## config.mk

```make
export PLATFORM = sky130hd
export DESIGN_NAME = if_id_skid_reg
export DESIGN_NICKNAME = d
export VERILOG_FILES = /design/src/rtl/if_id_pkg.sv /design/src/rtl/if_id_entry.sv /design/src/rtl/if_id_skid_reg.sv
export SDC_FILE = /design/constraint.sdc
export NUM_CORES = 1
export LEC_CHECK = 0
export CORE_MARGIN = 4
export CORE_UTILIZATION = 50
export CTS_BUF_LIST = sky130_fd_sc_hd__clkbuf_4 sky130_fd_sc_hd__clkbuf_8 sky130_fd_sc_hd__clkbuf_16
export DETAILED_ROUTE_END_ITERATION = 10
export PLACE_DENSITY = 0.78
export SLEW_MARGIN = 20
export SYNTH_ARGS = -nofsm -noshare
export SYNTH_HDL_FRONTEND = slang
export SYNTH_SLANG_ARGS = --single-unit
```

## constraint.sdc

```tcl
create_clock -name clk -period 41.2 [get_ports clk]
set_clock_uncertainty 0.2 [all_clocks]
set_input_delay 8.24 -clock clk [delete_from_list [all_inputs] [get_ports clk]]
set_output_delay 8.24 -clock clk [all_outputs]
set_load 0.005 [all_outputs]
```

## src/rtl/if_id_pkg.sv

```systemverilog
// Shared types for the IF/ID skid register: occupancy state and fetch bundle.
// Bundle geometry follows the default LANES/INST_W/PC_W configuration.
package if_id_pkg;

    localparam int PKG_LANES  = 4;
    localparam int PKG_INST_W = 16;
    localparam int PKG_PC_W   = 16;

    typedef enum logic [1:0] {
        EMPTY = 2'd0,
        ONE   = 2'd1,
        FULL  = 2'd2
    } state_t;

    typedef struct packed {
        logic [PKG_LANES*PKG_PC_W-1:0]   pc;
        logic [PKG_LANES*PKG_INST_W-1:0] inst;
        logic [PKG_LANES*PKG_PC_W-1:0]   recv_pc;
        logic [PKG_LANES-1:0]            pred;
        logic [PKG_LANES-1:0]            lane_mask;
    } bundle_t;

endpackage

```

## src/rtl/if_id_entry.sv

```systemverilog
// Load-enabled, clearable fetch-bundle register (main or skid slot).
// Clear wins over load so a flush always empties the slot.
module if_id_entry
    import if_id_pkg::*;
(
    input  logic    clk,
    input  logic    rst,
    input  logic    load,
    input  logic    clear,
    input  bundle_t d,
    output bundle_t q
);

    always_ff @(posedge clk or posedge rst) begin
        if (rst) begin
            q <= '0;
        end else if (clear) begin
            q <= '0;
        end else if (load) begin
            q <= d;
        end
    end

endmodule

```

## src/rtl/if_id_skid_reg.sv

```systemverilog
// Two-entry IF/ID skid register with registered in_rdy and flush.
// Define IF_ID_STALL_CNT_EN to add the saturating stall_cnt output.
module if_id_skid_reg
    import if_id_pkg::*;
#(
    parameter int LANES  = 4,
    parameter int INST_W = 16,
    parameter int PC_W   = 16
) (
    input  logic                    clk,
    input  logic                    rst,
    input  logic                    in_vld,
    output logic                    in_rdy,
    input  logic [LANES*PC_W-1:0]   pc_in,
    input  logic [LANES*INST_W-1:0] inst_in,
    input  logic [LANES*PC_W-1:0]   recv_pc_in,
    input  logic [LANES-1:0]        pred_in,
    input  logic [LANES-1:0]        lane_mask_in,
    input  logic                    flush,
    output logic                    out_vld,
    input  logic                    out_rdy,
    output logic [LANES*PC_W-1:0]   pc_out,
    output logic [LANES*INST_W-1:0] inst_out,
    output logic [LANES*PC_W-1:0]   recv_pc_out,
    output logic [LANES-1:0]        pred_out,
    output logic [LANES-1:0]        lane_mask_out
`ifdef IF_ID_STALL_CNT_EN
    ,
    output logic [15:0]             stall_cnt
`endif
);

    state_t  state;
    state_t  nxt;
    bundle_t in_b;
    bundle_t main_d;
    bundle_t main_q;
    bundle_t skid_q;
    logic    main_ld;
    logic    main_clr;
    logic    skid_ld;
    logic    skid_clr;
    logic    rdy_q;
    logic    xin;
    logic    xout;

    assign in_b = '{
        pc:        pc_in,
        inst:      inst_in,
        recv_pc:   recv_pc_in,
        pred:      pred_in,
        lane_mask: lane_mask_in
    };

    assign out_vld = (state != EMPTY);
    assign in_rdy  = rdy_q;
    assign xin     = in_vld && rdy_q;
    assign xout    = out_vld && out_rdy;

    always_comb begin
        nxt      = state;
        main_d   = in_b;
        main_ld  = 1'b0;
        main_clr = 1'b0;
        skid_ld  = 1'b0;
        skid_clr = 1'b0;
        if (flush) begin
            nxt      = EMPTY;
            main_clr = 1'b1;
            skid_clr = 1'b1;
        end else begin
            case (state)
                EMPTY: begin
                    if (xin) begin
                        nxt     = ONE;
                        main_ld = 1'b1;
                    end
                end
                ONE: begin
                    if (xin && xout) begin
                        main_ld = 1'b1;
                    end else if (xin) begin
                        nxt     = FULL;
                        skid_ld = 1'b1;
                    end else if (xout) begin
                        nxt      = EMPTY;
                        main_clr = 1'b1;
                    end
                end
                FULL: begin
                    if (xout) begin
                        nxt      = ONE;
                        main_d   = skid_q;
                        main_ld  = 1'b1;
                        skid_clr = 1'b1;
                    end
                end
                default: begin
                    nxt      = EMPTY;
                    main_clr = 1'b1;
                    skid_clr = 1'b1;
                end
            endcase
        end
    end

    // in_rdy is the registered "skid will be empty" so out_rdy never reaches it
    always_ff @(posedge clk or posedge rst) begin
        if (rst) begin
            state <= EMPTY;
            rdy_q <= 1'b1;
        end else begin
            state <= nxt;
            rdy_q <= (nxt != FULL);
        end
    end

    if_id_entry u_main (
        .clk   (clk),
        .rst   (rst),
        .load  (main_ld),
        .clear (main_clr),
        .d     (main_d),
        .q     (main_q)
    );

    if_id_entry u_skid (
        .clk   (clk),
        .rst   (rst),
        .load  (skid_ld),
        .clear (skid_clr),
        .d     (in_b),
        .q     (skid_q)
    );

    assign pc_out        = main_q.pc;
    assign inst_out      = main_q.inst;
    assign recv_pc_out   = main_q.recv_pc;
    assign pred_out      = main_q.pred;
    assign lane_mask_out = out_vld ? main_q.lane_mask : '0;

`ifdef IF_ID_STALL_CNT_EN
    always_ff @(posedge clk or posedge rst) begin
        if (rst) begin
            stall_cnt <= '0;
        end else if (out_vld && !out_rdy && stall_cnt != 16'hFFFF) begin
            stall_cnt <= stall_cnt + 16'd1;
        end
    end
`endif

endmodule

```

==> flow_summary.json, run 1 <==
{
  "area_growth_pct": 18.2,
  "drc": 0,
  "gr-usage-all-layers_pct": 22.4,
  "clk_latency_ns": 0.56,
  "cts_repair_resize_count": 0,
  "htreeDepth": 2,
  "drt-total-wl_um": 50800,
  "crit_path_frequent_cell": "buf_4",
  "p_sw_share_pct": 25.0,
  "p_leak_nw": 9.55,
  "place_area_sq_um": 22700,
  "die_h_um": 210,
  "busiest_layer": "met2",
  "max_cap_violations": 0,
  "hp-class": "flop to flop",
  "cp.buffers_inverters": 5,
  "start_util_pct": 51.0,
  "hold_viol_final": 0,
  "cts_setup_buffers": 0,
  "grt_start_max_net_pins": 118,
  "port_buffers": 406,
  "ys_ff_latch": 403,
  "grt_use_met1_pct": 30.8,
  "avgSynthCellArea_sq_um": 11.6,
  "tns_ns": 0,
  "drt_pass1_iterations": 5,
  "drt_iter0_drc": 936,
  "cts_sinks": 403,
  "grt_pass1_wl_um": 80500,
  "synth.distinct_cells": 29,
  "viasPerCell": 5.53,
  "antenna_left": 0,
  "status": "finished clean",
  "worstPathArrival_ns": 12.11,
  "synth_common_cells": "dfrtp_1, nand2_1, buf_4, a21oi_1",
  "place_congestion": 0.828,
  "power.density_nw_per_um2": 38.7,
  "synth_top_area_cell": "dfrtp_1",
  "critPathLaunchType": "input pin",
  "path_class": "input pin to flop",
  "die_area_sq_um": 44100,
  "rr_startpoint": "state[0]$_DFF_PP0_",
  "rsz0062_at_grt": "false",
  "synth_warnings": 0,
  "cts_made_buffers": 43,
  "fin_crit_ns": 11.90,
  "critPathLaunch": "out_rdy",
  "ctsRootBufferMaster": "clkbuf_16",
  "cts_buffer_depth": 3,
  "synthTopCellsByArea": "dfrtp_1, o2bb2ai_2, mux2i_1, buf_4, nand2_1",
  "design.core.area_sq_um": 40000,
  "slew_violations": 0,
  "final_area_sq_um": 24100,
  "cp_slowest_stage_delay_ns": 0.97,
  "crit_family": "buffers and inverters",
  "fmax_mhz": 84.1,
  "met3_usage_pct": 5.39,
  "synth_cells": 1762,
  "slew-limit-headroom_pct": 26.1,
  "syn-num-nets": 1967,
  "vdd.ir_drop.worst_mv": 0.0313,
  "layout.nets": 2111,
  "path_clk_slew_ns": 0.06,
  "async_reset_ff_share_pct": 100,
  "antenna_found_initial": 5,
  "rows": 73,
  "overflow": 0,
  "synth_edf_count": 0,
  "power_frac_seq_pct": 46.1,
  "p_clk_share_pct": 40.8,
  "netSwitchingPower_uw": 234,
  "internal_power_uw": 701,
  "worstPathMaxFanout": 60,
  "hp-start": "u_main.q[87]$_DFFE_PP0P_",
  "crit_required_ns": 41.41,
  "yosys.area.top_type_share_pct": 49.3,
  "slowest_stage": "buf_4",
  "synth_flop_cell": "dfrtp_1",
  "cts_tree": "done",
  "combPwrFrac_pct": 13.2,
  "ys_seq_area_share_pct": 49.4,
  "drive_above_1_share_pct": 16.0,
  "pin_count": 407,
  "vias": 13600,
  "netlist_area_sq_um": 20400,
  "fin_crit_sh_pct": 28.9,
  "grtUsageMet2_pct": 35.4,
  "cts-hold-fix-buffers": 0,
  "grt_pass1_vias": 14100,
  "dp_hpwl_um": 31900,
  "avgRoutedWirePerCell_um": 20.6,
  "worstPathCellList": "clkdlybuf4s50_1, inv_2, nor3_4, buf_4, buf_4, buf_4, mux2i_1, o2bb2ai_2",
  "setup_viol": 0,
  "end_kind": "flop",
  "dieWidth_um": 210,
  "tightest_slew_ns": 1.11
}
-- registers in the layout, summed over array words and instances, names as in the netlist --
signal and flops:
in_rdy 1, u_skid.q 200, u_main.q 200, state 2
-- placed cells by master, fill, tap and decap left out, drive strengths merged --
master         Yosys  final
and2b              2      2
and3               1      1
nor2               5      5
o21bai             2      2
a22oi              1      1
dfstp              1      1
diode              0      3
clkinv             0     10
nor3               1      1
a21oi            201    201
nand4b             1      1
nor2b              2      2
nand2            402    402
inv                4      4
a211oi             1      1
clkbuf            17     66
dfrtp            402    402
buf              312     22
nand2b             3      3
mux2i            200    200
a211o              1      1
o2bb2ai          200    200
o21ai              2      2
xor2               1      1
clkdlybuf4s50      0    406
-- worst register-to-register path: stages (launching register included) --
cell and delay (ns):
dfrtp_1 0.48, nand2b_4 0.21, nor3_4 0.10, buf_4 0.56
buf_4 0.87, buf_4 1.02, mux2i_1 0.41, o2bb2ai_2 0.07
-- stage by stage --
step                instances  hold WS (ns)  total power [mW]  setup slack [ns]  utilization [%]
finish                   2465         0.295             0.935             29.30             60.3
global route             2465         0.311             0.973             29.15             60.3
CTS                      2462         0.301             0.947             29.39             60.3
detailed placement       2386         0.281             0.561             28.80             56.8
global placement         2386         0.280             0.559             28.84             56.8
floorplan                1762         0.261             0.513             21.55                -
-- routing by layer --
metal,vias up,wire (um)
met2,490,24300
li1,6211,-
met4,4,1380
met5,-,32
met1,6840,21300
met3,76,3710
-- power groups by stage --
stage / Clock (mW) / Sequential (mW) / Combinational, mW
after global routing: 0.407 / 0.432 / 0.133
after global placement: 0 / 0.437 / 0.122
after detailed placement: 0 / 0.437 / 0.125
final: 0.381 / 0.431 / 0.123
after floorplan: 0 / 0.432 / 0.0816
after CTS: 0.391 / 0.430 / 0.125
-- cell families after synthesis --
family                    synth area share (%)
buffers and inverters                     12.9
muxes                                     9.81
DFF                                       49.4
AOI/OAI and AO/OA                         19.9
xor gates and xnor gates                0.0429
and+or+nand+nor                           7.91
-- final timing paths --
path                                                   to  slack, ns  cells past startpoint
worst max-delay path            u_main.q[132]$_DFFE_PP0P_      29.30                      8
worst min register to register   u_main.q[87]$_DFFE_PP0P_       0.30                      1
min in group asynchronous       u_skid.q[165]$_DFFE_PP0P_       8.05                      2
worst max register to register  u_main.q[132]$_DFFE_PP0P_      37.13                      7
max in group asynchronous       u_main.q[115]$_DFFE_PP0P_      29.91                      5
worst min-delay path             u_main.q[87]$_DFFE_PP0P_       0.30                      1
-- area by class of cell --
class                   count  area [sq um]
well taps                 525           657
clock buffers              66          1350
multi-input cells        1026          7720
flip-flops and latches    403         10100
inverters                   4          22.5
clock inverters            10          50.0
fillers                  3206         15900
diodes                      3          7.51
repair buffers            428          4230
Power figures use the tool's default switching activity.
==> run 2: changes to the inputs <==
--- a/config.mk
+++ b/config.mk
@@ -6,10 +6,10 @@
 export NUM_CORES = 1
 export LEC_CHECK = 0
 export CORE_MARGIN = 4
-export CORE_UTILIZATION = 50
+export CORE_UTILIZATION = 47
 export CTS_BUF_LIST = sky130_fd_sc_hd__clkbuf_4 sky130_fd_sc_hd__clkbuf_8 sky130_fd_sc_hd__clkbuf_16
 export DETAILED_ROUTE_END_ITERATION = 10
-export PLACE_DENSITY = 0.78
+export PLACE_DENSITY = 0.77
 export SLEW_MARGIN = 20
 export SYNTH_ARGS = -nofsm -noshare
 export SYNTH_HDL_FRONTEND = slang
==> constraint.sdc (replaced) <==
create_clock -name clk -period 9.6 [get_ports clk]
set_clock_uncertainty 0.2 [all_clocks]
set_input_delay 1.92 -clock clk [delete_from_list [all_inputs] [get_ports clk]]
set_output_delay 1.92 -clock clk [all_outputs]
set_load 0.005 [all_outputs]
==> flow_summary.json, run 2 (synthesis gave the netlist of run 1 again) <==
{
  "critPathLaunchType": "input pin",
  "cts_repair_resize_count": 0,
  "final_cells": 2521,
  "area_growth_pct": 18.6,
  "ctsRootBufferMaster": "clkbuf_16",
  "holdWs_ns": 0.295,
  "end_kind": "flop",
  "p_leak_nw": 9.52,
  "hp-class": "flop to flop",
  "rows": 76,
  "grt_start_max_net_pins": 175,
  "drt_pass1_iterations": 6,
  "drive_above_1_share_pct": 15.7,
  "fin_crit_ns": 4.72,
  "netSwitchingPower_mw": 1.01,
  "power.density_nw_per_um2": 165,
  "clk_latency_ns": 0.56,
  "layout.nets": 2110,
  "cts_sinks": 403,
  "grt_pass1_vias": 14100,
  "hold_viol_final": 0,
  "layout_commonest_cell": "clkdlybuf4s50_1",
  "tns_ns": 0,
  "place_congestion": 0.810,
  "vias": 13500,
  "worstPathMaxFanout": 52,
  "grt_pass1_wl_um": 79800,
  "internal_power_mw": 2.97,
  "cts_tree": "done",
  "fin_crit_sh_pct": 49.2,
  "die_h_um": 216,
  "crit_required_ns": 9.80,
  "tightest_slew_ns": 1.13,
  "avgRoutedWirePerCell_um": 19.9,
  "dieWidth_um": 216,
  "max_cap_violations": 0,
  "top_regs": "u_main.q x200, u_skid.q x200, state x2",
  "fmax_mhz": 212,
  "dp_hpwl_um": 31300,
  "path_class": "input pin to flop",
  "drc": 0,
  "worstHoldPathCells": 1,
  "dp_slack_ns": 4.34,
  "start_util_pct": 47.5,
  "antenna_left": 0,
  "die_area_sq_um": 46800,
  "cts_made_buffers": 44,
  "design.core.area_sq_um": 43000,
  "p_sw_share_pct": 25.4,
  "worstPathArrival_ns": 4.93,
  "combPwrFrac_pct": 13.3,
  "setup_viol": 0,
  "r2r_cells": 6,
  "path_clk_slew_ns": 0.06,
  "drt_iter0_drc": 1037,
  "pin_count": 407,
  "viasPerCell": 5.34,
  "power_frac_seq_pct": 46.3,
  "final_cell_mix": "clkdlybuf4s50_1, nand2_1, dfrtp_1, a21oi_1",
  "htreeDepth": 2,
  "gr-usage-all-layers_pct": 21.0,
  "status": "finished clean",
  "fin_ws_ns": 4.88,
  "drt-total-wl_um": 50300,
  "vdd.ir_drop.worst_mv": 0.115,
  "port_buffers": 406,
  "cts-hold-fix-buffers": 0,
  "cts_buffer_depth": 3,
  "fill_cells": 3556,
  "rsz0062_at_grt": "false",
  "overflow": 0,
  "antenna_found_initial": 6,
  "p_clk_share_pct": 40.4,
  "cts_setup_buffers": 0,
  "placed_cells": 2444,
  "slew_violations": 0,
  "slew-limit-headroom_pct": 24.8
}
[run 2: cell count changes in the layout (fill, tap and decap cells not counted)]
cell	before	now
clkbuf_4	10	7
inv_8	1	0
clkinvlp_4	0	2
clkinv_2	10	8
diode_2	3	5
inv_6	0	3
buf_12	0	4
buf_4	21	16
clkinv_4	0	1
buf_6	1	0
clkbuf_8	11	7
[run 2: worst max-delay path: stages]
cell and delay (ns):
clkdlybuf4s50_1 0.60, inv_2 0.13, nor3_4 0.25, buf_4 0.67, buf_4 0.84, mux2i_1 0.33, o2bb2ai_2 0.07
[run 2: area by class of cell]
type	count	area, sq um	area share [%]
diodes	5	12.5	0.0517
clock buffers	59	1270	5.27
clock inverters	13	82.6	0.341
inverters	4	18.8	0.0776
multi-input cells	1026	7720	31.9
flip-flops and latches	403	10100	41.7
well taps	585	732	3.03
repair buffers	426	4260	17.6
[run 2: metal layers]
layer	share of wire [%]	global-route usage, %	up-vias	wire (um)
li1	-	-	6178	-
met2	46	32.1	453	23300
met4	3.2	7.57	4	1620
met1	42	28.2	6736	21100
met5	0.052	0	-	26
met3	8.3	6.73	95	4200
[run 2: path summary, 6_finish.rpt]
path,from,to,slack (ns)
setup / recovery,out_rdy,u_main.q[92]$_DFFE_PP0P_,4.88
hold / removal,u_main.q[3]$_DFFE_PP0P_,u_main.q[3]$_DFFE_PP0P_,0.29
setup reg to reg,state[1]$_DFF_PP0_,u_main.q[67]$_DFFE_PP0P_,6.31
hold reg to reg,u_main.q[3]$_DFFE_PP0P_,u_main.q[3]$_DFFE_PP0P_,0.29
max in group asynchronous,rst,u_main.q[116]$_DFFE_PP0P_,5.55
min in group asynchronous,rst,u_main.q[87]$_DFFE_PP0P_,1.59
[run 2: through the flow]
| stage | total power, mW | utilization, % | area [sq um] |
|---|---|---|---|
| 4_1_cts | 4.03 | 56.3 | 24200 |
| 2_1_floorplan | 2.20 | - | 20400 |
| 5_1_grt | 4.14 | 56.3 | 24200 |
| 3_5_place_dp | 2.41 | 53.1 | 22800 |
| 6_report | 3.98 | 56.3 | 24200 |
| 3_3_place_gp | 2.40 | 53.1 | 22800 |
[run 2: power groups by stage]
stage | combinational (mW) | clock, mW | sequential, mW
floorplan | 0.350 | 0 | 1.85
global placement | 0.526 | 0 | 1.87
detailed placement | 0.537 | 0 | 1.87
CTS | 0.538 | 1.65 | 1.85
global route | 0.573 | 1.72 | 1.85
finish | 0.530 | 1.61 | 1.84
==> run 3: changes to the inputs <==
==> constraint.sdc (replaced) <==
create_clock -name clk -period 4.3 [get_ports clk]
set_clock_uncertainty 0.2 [all_clocks]
set_input_delay 0.86 -clock clk [delete_from_list [all_inputs] [get_ports clk]]
set_output_delay 0.86 -clock clk [all_outputs]
set_load 0.005 [all_outputs]
==> flow_summary.json, run 3 (synthesis gave the netlist of run 1 again) <==
{
  "gr-usage-all-layers_pct": 21.4,
  "worstPathCellList": "nor2_1, and2b_1, clkdlybuf4s50_1",
  "path_clk_slew_ns": 0.06,
  "die_h_um": 216,
  "slowest_stage": "dfrtp_1",
  "port_buffers": 406,
  "clk_latency_ns": 0.56,
  "fin_crit_sh_pct": 76.7,
  "cts-hold-fix-buffers": 0,
  "design.core.area_sq_um": 43000,
  "tns_ns": 0,
  "dp_slack_ns": 0.969,
  "overflow": 0,
  "fill_cells": 3518,
  "fin_crit_ns": 3.30,
  "die_area_sq_um": 46800,
  "antenna_left": 0,
  "cts_repair_resize_count": 0,
  "dp_hpwl_um": 33200,
  "place_area_sq_um": 23200,
  "critPathLaunchType": "flop",
  "rows": 76,
  "grt_pass1_vias": 14300,
  "cts_buffer_depth": 3,
  "cts_tree": "done",
  "vdd.ir_drop.worst_mv": 0.259,
  "pin_count": 407,
  "viasPerCell": 5.34,
  "placed_cells": 2466,
  "path_class": "flop to output port",
  "final_area_sq_um": 24700,
  "crit_required_ns": 3.24,
  "power.density_nw_per_um2": 371,
  "p_leak_nw": 9.74,
  "area_growth_pct": 20.8,
  "avgRoutedWirePerCell_um": 20.2,
  "grt_start_max_net_pins": 123,
  "ctsRootBufferMaster": "clkbuf_16",
  "drt_iter0_drc": 1180,
  "vias": 13600,
  "cp_slowest_stage_delay_ns": 0.49,
  "final_cells": 2548,
  "rsz0062_at_grt": "false",
  "cts_sinks": 403,
  "slew_violations": 0,
  "tightest_slew_ns": 0.824,
  "slew-limit-headroom_pct": 45.1,
  "fin_ws_ns": 1.00,
  "final_cell_mix": "clkdlybuf4s50_1, nand2_1, dfrtp_1, a21oi_1",
  "end_kind": "output port",
  "htreeDepth": 2,
  "drt_pass1_iterations": 5,
  "layout.nets": 2131,
  "dieWidth_um": 216,
  "cts_setup_buffers": 0,
  "max_cap_violations": 0,
  "worstPathArrival_ns": 2.24,
  "drc": 0,
  "setup_viol": 0,
  "drt-total-wl_um": 51400,
  "worstPathMaxFanout": 8,
  "fmax_mhz": 303,
  "place_congestion": 0.828,
  "layout_commonest_cell": "clkdlybuf4s50_1",
  "drive_above_1_share_pct": 16.9,
  "start_util_pct": 47.5,
  "hold_viol_final": 0,
  "top_regs": "u_main.q x200, u_skid.q x200, state x2",
  "cts_made_buffers": 43,
  "antenna_found_initial": 5,
  "holdWs_ns": 0.294,
  "grt_pass1_wl_um": 81400,
  "status": "finished clean",
  "hp-class": "flop to flop"
}
run 3: layout make-up:
cell class	count	area, sq um	area share [%]
sequential	403	10100	40.9
multi-input combinational	1026	7720	31.3
timing repair buffer	448	4630	18.8
clock buffer	63	1290	5.22
tap	585	732	2.97
clock inverter	15	170	0.690
inverter	4	18.8	0.0761
antenna	4	10.0	0.0406
run 3: per-layer routing:
metal / wire length, um / vias up / share of wire, % / track usage [%]
li1: - / 6229 / - / -
met1: 21700 / 6862 / 42 / 28.8
met2: 24200 / 433 / 47 / 33.8
met3: 4150 / 80 / 8.1 / 6.67
met4: 1320 / 0 / 2.6 / 6.08
met5: 0 / - / 0 / 0
run 3: where the power goes:
group          internal (mW)  switching (mW)  leakage, nW  total (mW)
clock                   2.27            1.55        0.733        3.82
sequential              3.97           0.148         5.50        4.12
combinational          0.616           0.605         3.51        1.22
run 3: final timing paths:
path / from / to / slack [ns] / depth (start not counted)
worst min register to register: u_main.q[45]$_DFFE_PP0P_ / u_main.q[45]$_DFFE_PP0P_ / 0.29 / 1
worst max register to register: state[1]$_DFF_PP0_ / u_main.q[88]$_DFFE_PP0P_ / 1.64 / 6
worst max-delay path: state[1]$_DFF_PP0_ / lane_mask_out[1] / 1.00 / 3
worst min-delay path: u_main.q[45]$_DFFE_PP0P_ / u_main.q[45]$_DFFE_PP0P_ / 0.29 / 1
min in group asynchronous: rst / u_main.q[82]$_DFFE_PP0P_ / 0.50 / 2
max in group asynchronous: rst / u_skid.q[181]$_DFFE_PP0P_ / 2.38 / 3
run 3: worst max-delay path: cells and delay by family, from the launching register on:
family	cells	cell delay, ns
buf+inv	1	0.49
simple gates	2	0.71
flops	1	0.49
run 3: per-stage QoR:
stage / util (%) / power, mW
2_1_floorplan: - / 4.92
3_3_place_gp: 54.0 / 5.39
3_5_place_dp: 54.0 / 5.42
4_1_cts: 57.3 / 9.25
5_1_grt: 57.4 / 9.50
6_report: 57.4 / 9.16
